## src/rtl/led_blink_multi.sv

```systemverilog
// rtl/led_blink_multi.sv - multi-channel barrier-triggered LED blinker with shared prescaler.
// Optional BARREIRA_SYNC_EN adds a two-flop synchronizer on each Barreira bit.
module led_blink_multi #(
  parameter int CHANNELS = 4,
  parameter int PRESCALE = 1,
  parameter int PERIOD   = 4,
  parameter int ON_STEPS = 2
) (
  input  logic                CLK,
  input  logic                RST,
  input  logic [CHANNELS-1:0] Barreira,
  input  logic [1:0]          Modo,
  output logic [CHANNELS-1:0] LED,
  output logic                Ativo
);

  localparam int PSW = (PRESCALE > 1) ? $clog2(PRESCALE) : 1;
  localparam int PHW = $clog2(PERIOD);
  localparam logic [PSW-1:0] PS_LAST = PSW'(PRESCALE - 1);
  localparam logic [PHW-1:0] PH_LAST = PHW'(PERIOD - 1);
  // one extra bit so ON_STEPS == PERIOD is representable
  localparam logic [PHW:0]   ON_LIM  = (PHW + 1)'(ON_STEPS);

  logic [PSW-1:0]      pre_cnt;
  logic                tick;
  logic [CHANNELS-1:0] bar_s;
  logic [CHANNELS-1:0] active_q;
  logic [PHW-1:0]      phase_q [CHANNELS];
  logic [CHANNELS-1:0] lit;

  assign tick = (pre_cnt == PS_LAST);

  always_ff @(posedge CLK) begin
    if (RST) begin
      pre_cnt <= '0;
    end else if (tick) begin
      pre_cnt <= '0;
    end else begin
      pre_cnt <= pre_cnt + 1'b1;
    end
  end

`ifdef BARREIRA_SYNC_EN
  logic [CHANNELS-1:0] sync1, sync2;

  always_ff @(posedge CLK) begin
    if (RST) begin
      sync1 <= '0;
      sync2 <= '0;
    end else begin
      sync1 <= Barreira;
      sync2 <= sync1;
    end
  end

  assign bar_s = sync2;
`else
  assign bar_s = Barreira;
`endif

  // A low barrier sample pins phase to 0, so a returning barrier always restarts lit.
  always_ff @(posedge CLK) begin
    if (RST) begin
      active_q <= '0;
      for (int i = 0; i < CHANNELS; i++) begin
        phase_q[i] <= '0;
      end
    end else begin
      active_q <= bar_s;
      for (int i = 0; i < CHANNELS; i++) begin
        if (!bar_s[i]) begin
          phase_q[i] <= '0;
        end else if (tick && active_q[i]) begin
          phase_q[i] <= (phase_q[i] == PH_LAST) ? '0 : phase_q[i] + 1'b1;
        end
      end
    end
  end

  always_comb begin
    lit = '0;
    for (int i = 0; i < CHANNELS; i++) begin
      lit[i] = ({1'b0, phase_q[i]} < ON_LIM);
    end
  end

  always_comb begin
    LED = '0;
    for (int i = 0; i < CHANNELS; i++) begin
      case (Modo)
        2'b01:   LED[i] = active_q[i] & lit[i];
        2'b10:   LED[i] = active_q[i];
        2'b11:   LED[i] = active_q[i] & (lit[i] ^ ((i % 2) == 1));
        default: LED[i] = 1'b0;
      endcase
    end
  end

  assign Ativo = |active_q;

endmodule

```

## config.mk

```make
export PLATFORM = sky130hd
export DESIGN_NAME = led_blink_multi
export DESIGN_NICKNAME = d
export VERILOG_FILES = /design/src/rtl/led_blink_multi.sv
export SDC_FILE = /design/constraint.sdc
export NUM_CORES = 1
export LEC_CHECK = 0
export CAP_MARGIN = 20
export CELL_PAD_IN_SITES_DETAIL_PLACEMENT = 1
export CELL_PAD_IN_SITES_GLOBAL_PLACEMENT = 1
export CORE_MARGIN = 8
export CORE_UTILIZATION = 37
export DETAILED_ROUTE_END_ITERATION = 7
export GPL_TIMING_DRIVEN = 1
export MAX_ROUTING_LAYER = met4
export PLACE_DENSITY_LB_ADDON = 0.1
export SLEW_MARGIN = 25
export SYNTH_ARGS = -nofsm -noshare
export SYNTH_HDL_FRONTEND = slang
export SYNTH_SLANG_ARGS = --single-unit
export TNS_END_PERCENT = 10
```

## constraint.sdc

```tcl
create_clock -name CLK -period 1.2 [get_ports CLK]
set_input_delay 0.3 -clock CLK [delete_from_list [all_inputs] [get_ports CLK]]
set_output_delay 0.3 -clock CLK [all_outputs]
set_load 0.01 [all_outputs]
```

[Yosys cells after proc, flatten, opt, wreduce, memory -nomap -nowiden]
Memories as Yosys holds them, arrays and structs flattened.
Index checks and enable logic that the tools add are counted.
Word-level totals
  word-level logic and storage cells: 89
  bits in registers: 5
  memories: 1
  bits in writable memories: 8
Operators by class
  add/sub/neg operators: 5
  equal/unequal tests: 7
  reductions and logical operators: 7
  muxes and demuxes: 46
  bitwise logic cells: 17
  order comparisons: 4
Memory list
  phase_q: depth 4, bits a word 2, rd ports 4, clocked after Yosys merged registers in 0, wr ports 4, line 28  | logic [PHW-1:0] phase_q [CHANNELS];
Operator list (number)
  2-to-1 mux 1 bit: 30
  2-to-1 mux 2 bit: 12
  == test 2 bit, second input constant: 6
  adder 2 x 1 -> 2 bit, second input constant: 4
  less-than comparator 2 bit, second input constant: 4
  bitwise OR 1 bit: 8
  AND 1 bit: 6
  case mux 1 bit (3 select lines): 2
  logical AND 1 bit: 4
  case mux 1 bit (2 select lines): 2
  OR reduction 2 bit: 2
  OR reduction 4 bit: 1
  NOT 1 bit: 3
  == test 2 x 1 -> 1 bit, second input constant: 1
  adder 1 bit, second input constant: 1

[Longest topological paths before layout]
Gate-level depths: netlist (run 1).
  word-level depth: 7
  mapped depth: 3

[Least setup slack after synthesis (run 1)]
OpenSTA, ideal clock, no wires.
  kind: register to output
  start: reg active_q[3]
  end: out Ativo
  setup slack: 14 ps
  cell stages (with the launch flop): 2
  data arrival time: 886 ps
  buffers on the path: 0
  cells stage by stage: dfxtp_1 or4_1
Between the ends
  cells in the longest elaborated chain, start to end: 1
RTL lines
  start, declared: line 27  | logic [CHANNELS-1:0] active_q;
  start signal, assigned: line 69  | active_q <= bar_s;
  OR reduction 4 bit: line 99  | assign Ativo = |active_q;
  end, declared: line 14  | output logic Ativo
No other way between the ends.

[Worst setup path after layout (run 1)]
  start: reg active_q[2]
  end: out Ativo
The elaborated chain is that of the path after synthesis.

==> results.md, run 1 <==
- Status: finished with violations
- Failing checks: setup timing
- DR pass1 iterations: 4
- Clock Skew: 2.75 ps
- Total power: 958 uW
- WHS: 306 ps
- Seq cells post-synth: 13
- Area grow syn2layout: 47.8%
- Hold Path Depth: 2
- P_leak: 0.000425 uW
- Startpoint types: flip-flop
- CTS tree: yes
- Area occupied by multi-input gates: 330 sq um
- Share of cells above drive strength 1: 39.4%
- Die width: 58.1 microns
- VDD IR max: 0.000653 V
- Routed length per placed instance: 13.4 microns
- Largest net degree at the start of global routing: 11
- H-Tree Depth: 1
- Diode count: 0
- Top layer in use: met4
- PnR worst setup slack: -386 ps
- Clock latency on the worst-skew pair: 280 ps
- Final global-route overflow total: 0
- Setup Buffers After CTS: 0
- Starting DRC count in detailed routing: 7
- Worst EP required: 900 ps
- I/O Buffers: 12
- Inst Count DP: 107
- Reg area: 343 sq um
- CP Capture Type: output port
- CP Max Fanout: 2
- Die H: 58.1 microns
- Final Cycle Share: 132%
- Final WL: 1490 microns
- Syn Nets: 74
- Vias per std cell: 5.08
- Placer Congestion: 0.657
- RR Endpoint: phase_q[3][1]
- Initial Util: 38.7%
- Max Cap Violations: 0
- Root buf cell: clkbuf_4
- HP Class: in -> reg
- Tmin final: 1590 ps
- Hold Crit Start: RST
- M1 WL: 658 microns
- RSZ-0062 raised after global routing: yes
- Sequential share of the synthesized area: 52.0%
- Crit Path Class: reg -> out
- Commonest non-fill, non-tap cell in the layout: buf_4
- Final antenna-violating net count: 0
- Die area: 3370 sq um
- Initial antenna violation count: 0
- Non-Filler Instances: 111
- Worst Hold Path EP: active_q[2]
- Fmax: 631 MHz
- Cts hold-fix bufs: 0
- Cell variety after synth: 18
- Num CTS Buffers: 3
- Fin. max-slew vios: 0
- Post-layout net count: 107
- I/O pins: 13
- Met2 wire len: 728 microns
- Synth warnings: 0
- Number of cell rows: 15
- Core ar.: 1690 sq um
- Clk sink count: 13
- Total track usage: 10.1%
- Filler instances: 190
- RR Startpoint: phase_q[3][1]
- Post-Syn Instances: 62
- Global-route wire length before repair: 2530 microns
- Met3 wire length: 84 microns
- Vias in the first global route: 595
- Reg-to-reg setup timing slack: -80 ps
- Post-Syn Area per Cell: 10.6 sq um
- Post-DP HPWL: 1140 microns
- R2R depth: 4
- DRC viols: 0
- Power per cell area: 991 nW/um^2
- CTS max path bufs: 2
- Util after Layout: 57.3%
- Setup-failing EPs final: 10
- Mapped cell area: 654 sq um
- Most frequent cells in the layout: buf_4 (17), nand2_1 (8), edfxtp_1 (8)
- Worst Path Arrival: 1290 ps
- Final hold vios: 0
- Via count of the routed design: 564
- Clock slew at reported path FFs: 90 ps
-- through the flow --
stage | worst slack, ps | cell area [sq um] | TNS [ps]
finish | -386 | 967 | -1360
global route | -428 | 967 | -2190
CTS | -398 | 948 | -1500
detailed placement | -866 | 918 | -7990
global placement | -855 | 918 | -7550
floorplan | 13.8 | 654 | 0
-- worst max-delay path, cell delays in order (launching register included) --
cell     delay, ps
dfxtp_1        320
or4_1          530
buf_2          160
-- metal layers --
layer	track usage, %	vias to the layer above
li1	-	286
met4	6.29	0
met1	10.9	263
met3	3.97	2
met5	-	-
met2	15.4	13
-- cells in the mapped netlist --
library cell | instances | share of area [%]
and3_1 | 2 | 1.9
buf_2 | 1 | 0.76
conb_1 | 1 | 0.57
dfxtp_1 | 5 | 15
edfxtp_1 | 8 | 37
ha_1 | 4 | 7.6
inv_1 | 5 | 2.9
nand2_1 | 8 | 4.6
nand2b_1 | 6 | 5.7
nand4bb_1 | 2 | 3.4
nor2b_1 | 4 | 3.8
nor2b_2 | 1 | 1.3
nor4_1 | 6 | 5.7
nor4b_1 | 1 | 1.3
nor4b_2 | 1 | 2.3
o21ai_0 | 5 | 3.8
or2_2 | 1 | 0.96
or4_1 | 1 | 1.1
-- final cells by class --
cell class / instances / share of cell area, %
Sequential cell: 13 / 35.4
Multi-Input combinational cell: 43 / 34.2
Clock buffer: 3 / 2.33
Clock inverter: 1 / 0.517
Tap cell: 17 / 2.20
Inverter: 5 / 1.94
Timing Repair Buffer: 29 / 23.4
-- registers in the layout (all words and copies together) (netlist names) --
signal    flops
active_q      4
phase_q       8
pre_cnt       1
-- repair_timing --
| item | 4_1_cts | 5_1_grt |
|---|---|---|
| resized for setup | 35 | 5 |
| setup endpoints to repair | 16 | 19 |
| pin swaps | 7 | 2 |
-- how the worst max path moves through the flow --
stage	startpoint	to	slack, ps	cells after the start
3_5_place_dp	Modo[0]	LED[0]	-870	4
3_3_place_gp	Modo[0]	LED[2]	-850	4
4_1_cts	active_q[3]	Ativo	-400	2
2_1_floorplan	active_q[3]	Ativo	10	1
5_1_grt	active_q[2]	Ativo	-430	2
6_report	active_q[2]	Ativo	-390	2
-- logic make-up after synthesis --
logic type	Yosys count	share of synthesized area [%]
AO/OA/AOI/OAI	5	3.82
adder cells (fa/ha/maj)	4	7.65
flip-flops	13	52.0
AND/OR/NAND/NOR	33	32.3
buffers and inverters	6	3.63
other	1	0.573
-- power by group --
group	switching (uW)	leakage, uW	internal, uW
registers	18.8	0.000132	498
logic	69.4	0.000275	96.4
clock network	152	0.0000177	124
total	240	0.000425	718
Note: power is estimated with default switching activity, not from simulation.
==> run 2, diff against run 1 <==
- CORE_ASPECT_RATIO: unset -> 1.1
==> run 2 against run 1 <==
The run still ends with setup timing left. Critical path depth unchanged. Via count up 5.9%. Hold slack better by 250 ps. Design area up 10%. Wire length up 6.7%. Sequential share of layout area down 3.0 points. Clock power down 3%. Sequential power up 0.8%. Core utilization up 4.5 points. Count of clock-buffer cells in the layout up 1. Clock skew down 1.6 ps. Die area about the same.
==> results.md, run 2 (synthesized netlist as in run 1, its figures left out) <==
- Status: finished with violations
- Failing checks: setup timing
- Vias in the first global route: 664 (+12%)
- Final hold vios: 0 (unchanged)
- Clk sink count: 13 (unchanged)
- Via count of the routed design: 597 (+5.9%)
- Diode count: 0 (unchanged)
- Crit Path Class: reg -> out
- H-Tree Depth: 1 (unchanged)
- Core ar.: 1720 sq um (+1.9%)
- Worst Hold Path EP: active_q[2]
- Largest Register: phase_q
- Fraction of power consumed by the clock network: 27.1% (-1.7 points)
- Initial antenna violation count: 0 (unchanged)
- Worst EP required: 900 ps (about the same)
- Final global-route overflow total: 0 (unchanged)
- Post-DP HPWL: 1180 microns (+3.4%)
- DRC viols: 0 (unchanged)
- Cts hold-fix bufs: 0 (unchanged)
- Power per cell area: 928 nW/um^2 (-6.3%)
- Area grow syn2layout: 62.5%
- Largest net degree at the start of global routing: 11 (unchanged)
- Final WL: 1590 microns (+6.7%)
- Commonest non-fill, non-tap cell in the layout: buf_4
- Slowest cell on crit path: or4_4
- Sequential share of power: 52.8% (-1.1 points)
- Hold Path Depth: 3 (+1)
- RR Endpoint: phase_q[0][1]
- WHS: 555 ps (+248 ps)
- Sw frac: 24.4% (-0.68 points)
- Number of cell rows: 16 (+1)
- Setup-failing EPs final: 9 (-1)
- Filler instances: 184 (-3.2%)
- Non-Filler Instances: 115 (+3.6%)
- RR Startpoint: phase_q[0][1]
- VDD IR max: 0.000656 V (+0.41%)
- DR pass1 iterations: 4 (unchanged)
- RSZ-0062 raised after global routing: yes
- Reg-to-reg setup timing slack: -60 ps (+20 ps)
- Clock latency on the worst-skew pair: 270 ps (about the same)
- Most frequent cells in the layout: buf_4 (16), nand2_1 (8), edfxtp_1 (8)
- Clock Skew: 1.17 ps (-1.58 ps)
- CTS tree: yes
- R2R depth: 4 (unchanged)
- Die H: 60.1 microns (+3.5%)
- Top flop regs: phase_q (8), active_q (4), pre_cnt (1)
- Routed length per placed instance: 13.8 microns (+2.9%)
- Root buf cell: clkbuf_4
- Global-route wire length before repair: 2950 microns (+17%)
- Max reg flops: 8 (unchanged)
- Final Cycle Share: 130% (-1.8 points)
- Crit-path cells: or4_4 -> buf_6
- P_leak: 0.000438 uW (+3.0%)
- CP Max Fanout: 2 (unchanged)
- Num CTS Buffers: 3 (unchanged)
- Final antenna-violating net count: 0 (unchanged)
- Logic pwr share: 20.1% (+2.8 points)
- Clock slew at reported path FFs: 80 ps (about the same)
- HP Class: in -> reg
- Share of cells above drive strength 1: 51.5% (+12 points)
- Tmin final: 1560 ps (-21.1 ps)
- Post-layout net count: 110 (+2.8%)
- CP Capture Type: output port
- I/O Buffers: 12 (unchanged)
- Total track usage: 11.2% (+1.0 points)
- Vias per std cell: 5.19 (+2.2%)
- CTS max path bufs: 2 (unchanged)
- Power Internal: 746 uW (+3.9%)
- Inst Count DP: 109 (+1.9%)
- CP max stage delay: 530 ps (about the same)
- Hold Crit Start: RST
- Util after Layout: 61.8% (+4.5 points)
- PnR worst setup slack: -365 ps (+21.1 ps)
- Sw power: 241 uW (+0.19%)
- Die area: 3370 sq um (about the same)
- Die width: 56.1 microns (-3.4%)
- I/O pins: 13 (unchanged)
- Worst Path Arrival: 1260 ps (-30 ps)
- Max Cap Violations: 0 (unchanged)
- Starting DRC count in detailed routing: 12 (+5)
- Fin. max-slew vios: 0 (unchanged)
- Initial Util: 38.0% (-0.73 points)
- Placer Congestion: 0.678 (+3.2%)
- Fmax: 639 MHz (+1.3%)
- Startpoint types: flip-flop
run 2: layout make-up:
type,count,area [sq um],share of cell area [%]
multi-input combinational,43,383,36.0
sequential,13,345,32.5
timing repair buffer,32,268,25.2
clock buffer,4,26.3,2.47
tap,18,22.5,2.12
inverter,5,18.8,1.76
run 2: layer usage:
metal,wire [microns],share of wire (%),vias to the layer above,track usage [%]
met3,72,4.5,2,2.55
met5,0,0,-,-
li1,-,-,291,-
met1,698,44,289,12.4
met4,12,0.76,0,6.19
met2,804,51,15,18.2
run 2: through the flow:
stage / setup TNS, ps / setup slack, ps / instance area (sq um) / power (uW)
floorplan: 0 / 13.8 / 654 / 580
global placement: -7680 / -853 / 927 / 688
detailed placement: -8290 / -876 / 927 / 695
CTS: -1260 / -363 / 1020 / 984
global route: -1860 / -409 / 1060 / 1060
finish: -1210 / -365 / 1060 / 987
run 2: power groups by stage:
stage	Clock [uW]	Sequential, uW	Combinational, uW
2_1_floorplan	0	519	61.0
3_5_place_dp	0	525	170
6_report	268	521	198
4_1_cts	281	519	185
5_1_grt	314	525	219
3_3_place_gp	0	524	165
run 2: how the worst max path moves through the flow:
| stage | from | to | slack, ps | cells past startpoint |
|---|---|---|---|---|
| 2_1_floorplan | active_q[3] | Ativo | 10 | 1 |
| 4_1_cts | active_q[1] | Ativo | -360 | 2 |
| 5_1_grt | active_q[3] | Ativo | -410 | 2 |
| 3_5_place_dp | Modo[0] | LED[0] | -880 | 4 |
| 3_3_place_gp | Modo[0] | LED[2] | -850 | 4 |
| 6_report | active_q[3] | Ativo | -360 | 2 |
run 2: critical path, delay by kind of cell, from the launching register on:
| family | cells | cell delay [ps] |
|---|---|---|
| buffers and inverters | 1 | 140 |
| flip-flops | 1 | 330 |
| AND/OR/NAND/NOR | 1 | 530 |
run 2: timing repair:
action,in CTS,in global routing
pin swaps,9,7
setup endpoints to repair,15,15
hold endpoints to repair,0,0
resized for setup,45,10
setup buffers,1,1
